--- src/rtl/vga_sync_gen.sv ---
// 640x480@60 VGA timing: pixel-tick divider, h/v counters, registered syncs; counters/syncs update on the p_tick edge, no backpressure.
// Define VGA_SYNC_POS_POL_EN for active-high hsync/vsync (default active-low).
module vga_sync_gen #(
   parameter int HD  = 640,
   parameter int HF  = 16,
   parameter int HR  = 96,
   parameter int HB  = 48,
   parameter int VD  = 480,
   parameter int VF  = 10,
   parameter int VR  = 2,
   parameter int VB  = 33,
   parameter int DIV = 4
) (
   input  logic       clk,
   input  logic       reset_n,
   output logic       hsync,
   output logic       vsync,
   output logic       video_on,
   output logic       p_tick,
   output logic [9:0] pixel_x,
   output logic [9:0] pixel_y,
   output logic       frame_tick
);

   localparam int HT = HD + HF + HR + HB;
   localparam int VT = VD + VF + VR + VB;

   localparam logic [9:0] H_MAX  = 10'(HT - 1);
   localparam logic [9:0] V_MAX  = 10'(VT - 1);
   localparam logic [9:0] H_ACT  = 10'(HD);
   localparam logic [9:0] V_ACT  = 10'(VD);
   localparam logic [9:0] HS_BEG = 10'(HD + HF);
   localparam logic [9:0] HS_END = 10'(HD + HF + HR - 1);
   localparam logic [9:0] VS_BEG = 10'(VD + VF);
   localparam logic [9:0] VS_END = 10'(VD + VF + VR - 1);
   localparam logic [3:0] DIV_MAX = 4'(DIV - 1);

`ifdef VGA_SYNC_POS_POL_EN
   localparam logic SYNC_ON = 1'b1;
`else
   localparam logic SYNC_ON = 1'b0;
`endif

   logic [3:0] div_cnt;
   logic [9:0] next_x;
   logic [9:0] next_y;
   logic       h_end;
   logic       v_end;

   always_ff @(posedge clk or negedge reset_n) begin
      if (!reset_n)
         div_cnt <= '0;
      else if (div_cnt == DIV_MAX)
         div_cnt <= '0;
      else
         div_cnt <= div_cnt + 4'd1;
   end

   // Gated by reset so DIV=1 does not report a tick while held in reset.
   assign p_tick = reset_n & (div_cnt == DIV_MAX);

   assign h_end = (pixel_x == H_MAX);
   assign v_end = (pixel_y == V_MAX);

   always_comb begin
      next_x = h_end ? 10'd0 : pixel_x + 10'd1;
      next_y = pixel_y;
      if (h_end)
         next_y = v_end ? 10'd0 : pixel_y + 10'd1;
   end

   // Syncs are decoded from the next count so they line up with the pixel they accompany.
   always_ff @(posedge clk or negedge reset_n) begin
      if (!reset_n) begin
         pixel_x <= '0;
         pixel_y <= '0;
         hsync   <= ~SYNC_ON;
         vsync   <= ~SYNC_ON;
      end else if (p_tick) begin
         pixel_x <= next_x;
         pixel_y <= next_y;
         hsync   <= (next_x >= HS_BEG && next_x <= HS_END) ? SYNC_ON : ~SYNC_ON;
         vsync   <= (next_y >= VS_BEG && next_y <= VS_END) ? SYNC_ON : ~SYNC_ON;
      end
   end

   assign video_on   = (pixel_x < H_ACT) && (pixel_y < V_ACT);
   assign frame_tick = p_tick & h_end & v_end;

endmodule

--- config.mk ---
export PLATFORM = sky130hd
export DESIGN_NAME = vga_sync_gen
export DESIGN_NICKNAME = d
export VERILOG_FILES = /design/src/rtl/vga_sync_gen.sv
export SDC_FILE = /design/constraint.sdc
export NUM_CORES = 1
export LEC_CHECK = 0
export BUFFER_PORTS_ARGS = -buffer_cell sky130_fd_sc_hd__buf_4
export CAP_MARGIN = 20
export CORE_MARGIN = 1.5
export CORE_UTILIZATION = 50
export DETAILED_ROUTE_END_ITERATION = 8
export PLACE_DENSITY = 0.72
export SLEW_MARGIN = 10
export SYNTH_ARGS = -nofsm -noshare
export SYNTH_HDL_FRONTEND = slang
export SYNTH_SLANG_ARGS = --single-unit
--- constraint.sdc ---
create_clock -name clk -period 2.2 [get_ports clk]
set_clock_uncertainty 0.05 [all_clocks]
set_input_delay 0.11 -clock clk [delete_from_list [all_inputs] [get_ports clk]]
set_output_delay 0.11 -clock clk [all_outputs]
set_load 0.01 [all_outputs]
## Yosys cells after proc, flatten, opt, wreduce, memory -nomap -nowiden

Cells that the tools add are included.

- Flip-flop bits (word level): 26
- Latch bits: 0
- Memory bits (writable): 0
- Bits in read-only memories: 0
- Input port bits: 2
- Output and inout bits: 25
- Word-level logic and storage cells: 29
- Memories kept: 0

- Add/subtract/negate cells: 3
- Multiply operators: 0
- Divide/modulo/power cells: 0
- $lt $le $gt $ge: 6
- Equal/unequal tests: 3
- Shift-type cells: 0
- Muxes and demuxes: 6
- Bitwise gates (word level): 3
- Reduce and logical (&&, ||, !) cells: 3

Operators by type and width:

| operator | count |
|---|---|
| $mux 10 | 3 |
| $add 10x1->10 const B | 2 |
| $eq 10x10->1 const B | 2 |
| $ge 10x10->1 const B | 1 |
| $ge 10x9->1 const B | 1 |
| $le 10x10->1 const B | 1 |
| $le 10x9->1 const B | 1 |
| $lt 10x10->1 const B | 1 |
| $lt 10x9->1 const B | 1 |
| $add 4x1->4 const B | 1 |
| $eq 4x2->1 const B | 1 |
| $mux 4 | 1 |
| $and 1x1->1 | 3 |
| $logic_and 1x1->1 | 3 |
| $mux 1 | 2 |

## Depth between registers and ports, before layout

Gate-level depths: netlist of run 1.

- Depth in word-level cells: 6
- Gate-level depth with buffers: 8
- Depth with buffers taken out: 8

## Least setup slack after synthesis of run 1

OpenSTA, ideal clock, no wires.

- Path type: flip-flop to flip-flop
- From: register pixel_y[1]
- To: register vsync
- Library setup time: 0.086 ns
- Data arrival time: 2.096 ns
- Data required time: 2.064 ns
- Setup slack: -0.032 ns
- Cell stages (with the launch flop): 9
- Buffers on the path: 0
- Period minus slack after synthesis: 2.232 ns
- Cell sequence: dfrtp_1 -> inv_1 -> ha_1 -> or4b_4 -> or4_4 -> nand2_2 -> nand4_1 -> a211oi_2 -> a31oi_1

- Word-level cells in the longest chain between the ends: 6
- Elaborated cells on any way between the ends: 8
- Classes of those cells: add/sub (1); order compare (2); eq/ne (1); mux (3); reduce/logical (1)

RTL lines:

| item | line | source |
|---|---|---|
| from (decl) | 21 | `output logic [9:0] pixel_y,` |
| from (signal assigned) | 81 | `pixel_y <= next_y;` |
| $add 10x1->10 / $eq 10x10->1 (equally long branches) | 69, 63 |  |
| $mux 10 | 69 | `next_y = v_end ? 10'd0 : pixel_y + 10'd1;` |
| $mux 10 * | 68 | `if (h_end)` |
| $ge 10x9->1 / $le 10x9->1 (equally long branches) | 83 | `vsync <= (next_y >= VS_BEG && next_y <= VS_END) ? SYNC_ON : ~SYNC_ON;` |
| $logic_and 1x1->1 * | 83 |  |
| $mux 1 * | 83 |  |
| to (signal assigned) | 78 | `vsync <= ~SYNC_ON;` |
| to (signal assigned) | 83 |  |
| to (decl) | 17 | `output logic vsync,` |

Every way passes the cells marked *; elsewhere a longest branch is shown, timed or not.
A chain may end at the register's enable or synchronous reset.

## Worst setup path after layout of run 1

- From: register pixel_y[1]
- To: output port frame_tick

- Word-level cells in the longest chain between the ends: 2

RTL lines:

| item | line | source |
|---|---|---|
| $eq 10x10->1 | 63 | `assign v_end = (pixel_y == V_MAX);` |
| $and 1x1->1 | 88 | `assign frame_tick = p_tick & h_end & v_end;` |
| to (decl) | 22 | `output logic frame_tick` |

No other way between the ends.

==> impl_metrics.ini, run 1 <==
[power_and_ir_drop]
leakagePower_nw = 0.954
vdd_drop_max_mv = 0.289
p_per_area_nw_per_um2 = 447

[route]
wl_per_cell_um = 15.1
dr.pass1.iters = 4
wl_um = 4180
drt_drc_violations_left = 0
num_vias = 1563
ant_nets = 0
drt_first_iter_violations = 171
viasPerCell = 5.64

[sta]
holdWs_ns = 0.262
final.min_clock_period_ns = 2.43
min_period_over_period_pct = 110
max_freq_ghz = 0.412
hold_viol_final = 0
slew_violations = 0
grt_setup_unrepaired = true
fin_ws_ns = -0.229
relSlewSlack_pct = 76.5
setup_violations = 3
worst_slew_pin_slew_ns = 0.352

[layout]
fill_cells = 266
postLayoutCellArea_um2 = 2090
final_util_pct = 68.4
drive_gt1_share_pct = 33.5
antennaDiodeCount = 0
syn_to_final_growth_pct = 31.0
nNetsFinal = 241
register_area_um2 = 654
multi_input_area_um2 = 917

[critical_path]
path_max_fanout = 4
cp.arrival_ns = 2.27
endpoint_kind = output port
worst_setup_path_start_kind = flop
cp.required_ns = 2.04
worstSetupPathType = reg -> out

[synthesis]
synth_seq_cells = 26
synth.area.top_cells = dfrtp_1, nand2_1, o21ai_0
synthDominantCellAreaShare_pct = 37.6
syn_nets = 189
postSynthCellCount = 182
ys_seq_area_share_pct = 40.9
synth_top_area_cell = dfrtp_1
syn_area_um2 = 1600
postSynthAreaPerCell_um2 = 8.77
yosys_warnings = 0
yosysUniqueCellTypes = 44

[placed_design]
gp_congestion = 0.900
numPortBuffers = 26
dp_hpwl_um = 2990
dp_slack_ns = 0.0594
dpl_cell_area_um2 = 1980

[cts]
cts_root_buf = clkbuf_4
clk-insertion-delay-late_ns = 0.33
cts_buffers = 3
cts_sinks = 26
htree_levels = 1
cts.clk_slew.worst_paths_ns = 0.15
cts_max_path_buffers = 2
cts_tree = built

[global_routing]
overflow = 0
grt_usage_pct = 25.5
grt_pass1_wl_um = 6880
antenna_found_initial = 0
grt_max_degree = 27
grt_pass1_vias = 1461

[die]
start_util_pct = 52.3
die_h_um = 59.5
die_x_um = 59.5
die_area_um2 = 3540
ios = 27
core_um2 = 3050
rows = 20

[outcome]
violations = negative setup slack
status = complete, but fails checks

[run]
max_cap_violations = 0

[min_path]
hp-class = in -> async
[flip-flops by register name, indices dropped and copies added, names as in the netlist]
name	cells
pixel_x	10
hsync	1
pixel_y	10
div_cnt	4
vsync	1
[final cells by class]
class	instances	area share, %
Timing Repair Buffer	52	19.2
Inverter	7	1.26
Tap cell	44	2.63
Sequential cell	26	31.3
Clock buffer	4	1.74
Multi-Input combinational cell	144	43.9
[cells in the mapped netlist, drive strengths merged]
cell type	n
a211oi	2
a21o	2
a21oi	5
a22o	1
a31oi	2
and2	1
and3	6
and3b	2
and4	1
buf	2
clkbuf	3
dfrtp	24
dfstp	2
ha	5
inv	7
nand2	29
nand2b	2
nand3	11
nand3b	1
nand4	2
nand4b	1
nor2	15
nor2b	2
nor3	5
nor3b	3
nor4	3
o2111ai	1
o21ai	18
o31ai	6
o32a	2
o41ai	1
or2	1
or4	1
or4b	2
xnor2	8
xor2	3
[cells by family (layout without fill, tap and decap cells)]
| family | after synthesis | count (layout) | synth area share (%) |
|---|---|---|---|
| AND/OR/NAND/NOR | 88 | 88 | 29.8 |
| AO/OA/AOI/OAI | 40 | 40 | 16.1 |
| flip-flops | 26 | 26 | 40.9 |
| adder cells (fa/ha/maj) | 5 | 5 | 3.92 |
| buffers and inverters | 12 | 63 | 3.22 |
| XOR/XNOR | 11 | 11 | 6.04 |
[power breakdown]
group / switching, mW / leakage (nW) / internal (mW)
Sequential: 0.0436 / 0.333 / 0.508
Clock: 0.150 / 0.0210 / 0.101
Combinational: 0.0641 / 0.600 / 0.0663
Total: 0.258 / 0.954 / 0.675
[through the flow]
step	setup TNS [ns]	std cells	total power, mW
2_1_floorplan	0	182	0.614
3_3_place_gp	0	268	0.682
6_report	-0.246	277	0.933
5_1_grt	-0.388	277	0.982
4_1_cts	-0.192	275	0.941
3_5_place_dp	0	268	0.691
[worst max-delay path: stages (launching register included)]
cell and delay [ns]:
dfrtp_1 0.42, inv_2 0.07, ha_1 0.13, or4b_4 0.45, or4_4 0.54, buf_6 0.15, nor2_4 0.08, buf_6 0.10
[routing by layer]
layer / routed length (um) / up-vias / GRT usage, %
met3: 192 / 10 / 2.62
met1: 1820 / 745 / 33.4
met2: 2070 / 55 / 44.6
met4: 85 / 0 / 6.49
met5: 0 / - / 0
li1: - / 753 / -
[cell usage in the layout, fill, tap and decap left out, types with 2 or more instances in the layout]
master,n
a21oi_1,5
a31oi_1,2
and3_1,4
buf_4,49
buf_6,2
clkbuf_4,3
dfrtp_1,23
dfstp_2,2
ha_1,5
inv_1,5
inv_2,2
nand2_1,27
nand2_2,2
nand2b_1,2
nand3_1,11
nand4_1,2
nor2_1,14
nor2b_1,2
nor3_1,4
nor3b_1,2
nor4_1,2
o21ai_0,18
o31ai_1,6
o32a_1,2
xnor2_1,8
xor2_1,3
[final timing paths]
check / startpoint / endpoint / slack [ns] / cells after the start
max: pixel_y[1] / frame_tick / -0.23 / 7
min: reset_n / pixel_x[8] / 0.26 / 3
max reg2reg: pixel_y[1] / vsync / -0.01 / 8
min reg2reg: div_cnt[0] / div_cnt[0] / 0.42 / 1
max in group asynchronous: reset_n / vsync / 1.54 / 3
min in group clk: div_cnt[0] / div_cnt[0] / 0.42 / 1
[what timing repair did]
item	in CTS	in global routing
pin swaps	0	7
hold buffers	1	0
resized for setup	2	8
setup buffers	2	2
setup endpoints to repair	1	9
hold endpoints to repair	24	0
(Power assumes the default switching activity.)
==> run 2, diff against run 1 <==
--- a/config.mk
+++ b/config.mk
@@ -7,7 +7,7 @@
 export LEC_CHECK = 0
 export BUFFER_PORTS_ARGS = -buffer_cell sky130_fd_sc_hd__buf_4
 export CAP_MARGIN = 20
-export CORE_MARGIN = 1.5
+export CORE_MARGIN = 2
 export CORE_UTILIZATION = 50
 export DETAILED_ROUTE_END_ITERATION = 8
 export PLACE_DENSITY = 0.72
==> run 2 against run 1 <==
- the flow still finishes with violations (negative setup slack)
- critical path depth stayed put
- final area is 3.8% higher
- wire length is 9.5% higher
- first-iteration DRC count is 29% lower
- count of clock-buffer cells in the layout is 1 lower
- register-to-register slack worse by 0.16 ns
- sequential share of layout area is 1.1 points lower
- global-route usage is 0.21 points higher
- die area is 3.4% higher
- sequential power hardly changed
- largest power group unchanged
- critical endpoint unchanged
- combinational power hardly changed
==> impl_metrics.ini, run 2 (same netlist as run 1, synthesis figures left out) <==
[die]
die_x_um = 60.5
die_area_um2 = 3660
core_um2 = 3050
start_util_pct = 52.3
ios = 27
rows = 20
die_h_um = 60.5

[sta]
worst_slew_pin_slew_ns = 0.392
fin_setup_tns_ns = -0.432
setup_violations = 7
hold_viol_final = 0
max_freq_ghz = 0.419
grt_setup_unrepaired = true
slew_violations = 0
min_period_over_period_pct = 108
final.min_clock_period_ns = 2.38
fin_ws_ns = -0.185
relSlewSlack_pct = 73.7

[global_routing]
grt_usage_pct = 25.7
grt_max_degree = 27
grt_pass1_vias = 1519
overflow = 0
antenna_found_initial = 0
grt_pass1_wl_um = 7040

[placed_design]
gp_congestion = 0.914
placed_cells = 269
dp_slack_ns = 0.0730
dpl_cell_area_um2 = 1990
dp_hpwl_um = 3060
numPortBuffers = 26

[power_and_ir_drop]
p_per_area_nw_per_um2 = 471
leakagePower_nw = 0.987
vdd_drop_max_mv = 0.318

[layout]
final_common_cell = buf_4
final_cell_mix = buf_4, nand2_1, dfrtp_1, o21ai_0, nor2_1
postLayoutCellArea_um2 = 2170
syn_to_final_growth_pct = 35.9
antennaDiodeCount = 0
top_regs = pixel_x: 10 flops, pixel_y: 10 flops, div_cnt: 4 flops
stdcell_count = 279
drive_gt1_share_pct = 36.2
nNetsFinal = 243

[cts]
cts_root_buf = clkbuf_4
cts_max_path_buffers = 2
cts_tree = built
htree_levels = 1
cts_buffers = 3
clk-insertion-delay-late_ns = 0.33
cts_sinks = 26
cts.clk_slew.worst_paths_ns = 0.15

[critical_path]
crit_chain = inv_2, ha_1, or4b_4, or4_4, buf_6, nor2_4, buf_6
crit_slowest_cell = or4b_4
worstSetupPathType = reg -> out
crit_top_cell = buf_6
cpLargestDelayFamily = simple AND/OR/NAND/NOR gates
path_buf_inv = 3
cp.arrival_ns = 2.22
worst_setup_path_start_kind = flop
cp.required_ns = 2.04
endpoint_kind = output port
slowest_delay_ns = 0.47
path_max_fanout = 2

[route]
viasPerCell = 5.85
ant_nets = 0
num_vias = 1631
dr.pass1.iters = 4
drt_drc_violations_left = 0
wl_um = 4570
wl_per_cell_um = 16.4
drt_first_iter_violations = 121

[outcome]
status = complete, but fails checks
violations = negative setup slack

[run]
max_cap_violations = 0

[min_path]
hp-class = in -> async
run 2: final timing paths:
| check | endpoint | cells past startpoint | start | slack [ns] |
|---|---|---|---|---|
| max | frame_tick | 7 | pixel_y[0] | -0.18 |
| min | pixel_x[4] | 3 | reset_n | 0.26 |
| max reg2reg | pixel_y[9] | 11 | pixel_y[0] | -0.17 |
| min reg2reg | div_cnt[0] | 1 | div_cnt[0] | 0.42 |
| max in group asynchronous | hsync | 3 | reset_n | 1.53 |
| min in group clk | div_cnt[0] | 1 | div_cnt[0] | 0.42 |
run 2: stage by stage:
step | util (%) | power [mW] | hold slack (ns)
floorplan | - | 0.614 | -0.236
global placement | 65.1 | 0.682 | 0.0907
detailed placement | 65.1 | 0.692 | 0.0954
CTS | 68.1 | 1.03 | 0.275
global route | 71.0 | 1.06 | 0.280
finish | 71.0 | 1.02 | 0.261
run 2: timing repair:
action | 4_1_cts | 5_1_grt
hold buffers | 1 | 0
setup buffers | 2 | 3
gates resized for setup | 5 | 17
pin swaps | 1 | 1
setup endpoints to repair | 1 | 7
cloned | 0 | 0
hold endpoints to repair | 24 | 0
run 2: routing by layer:
layer  track usage [%]  wire length [um]
met5                 0                 0
met4              11.8               141
met3              3.41               268
met2              43.0              2240
met1              33.1              1920
run 2: layout make-up:
cell class                      instances  area, um2
Multi-Input combinational cell        144        961
Fill cell                             233        885
Sequential cell                        26        654
Timing Repair Buffer                   54        419
Tap cell                               44       55.1
Clock inverter                          1       30.0
Inverter                                7       26.3
Clock buffer                            3       22.5
run 2: where the power goes:
| group | internal (mW) | switching, mW |
|---|---|---|
| clock network | 0.184 | 0.157 |
| logic | 0.0659 | 0.0634 |
| registers | 0.508 | 0.0431 |
run 2: worst register-to-register path: cells and delay by family (launching register included):
| family | cells | cell delay, ns |
|---|---|---|
| buffers and inverters | 4 | 0.46 |
| DFF | 1 | 0.44 |
| and+or+nand+nor | 4 | 1.07 |
| AOI/OAI and AO/OA | 2 | 0.13 |
| adders and majority gates | 1 | 0.13 |
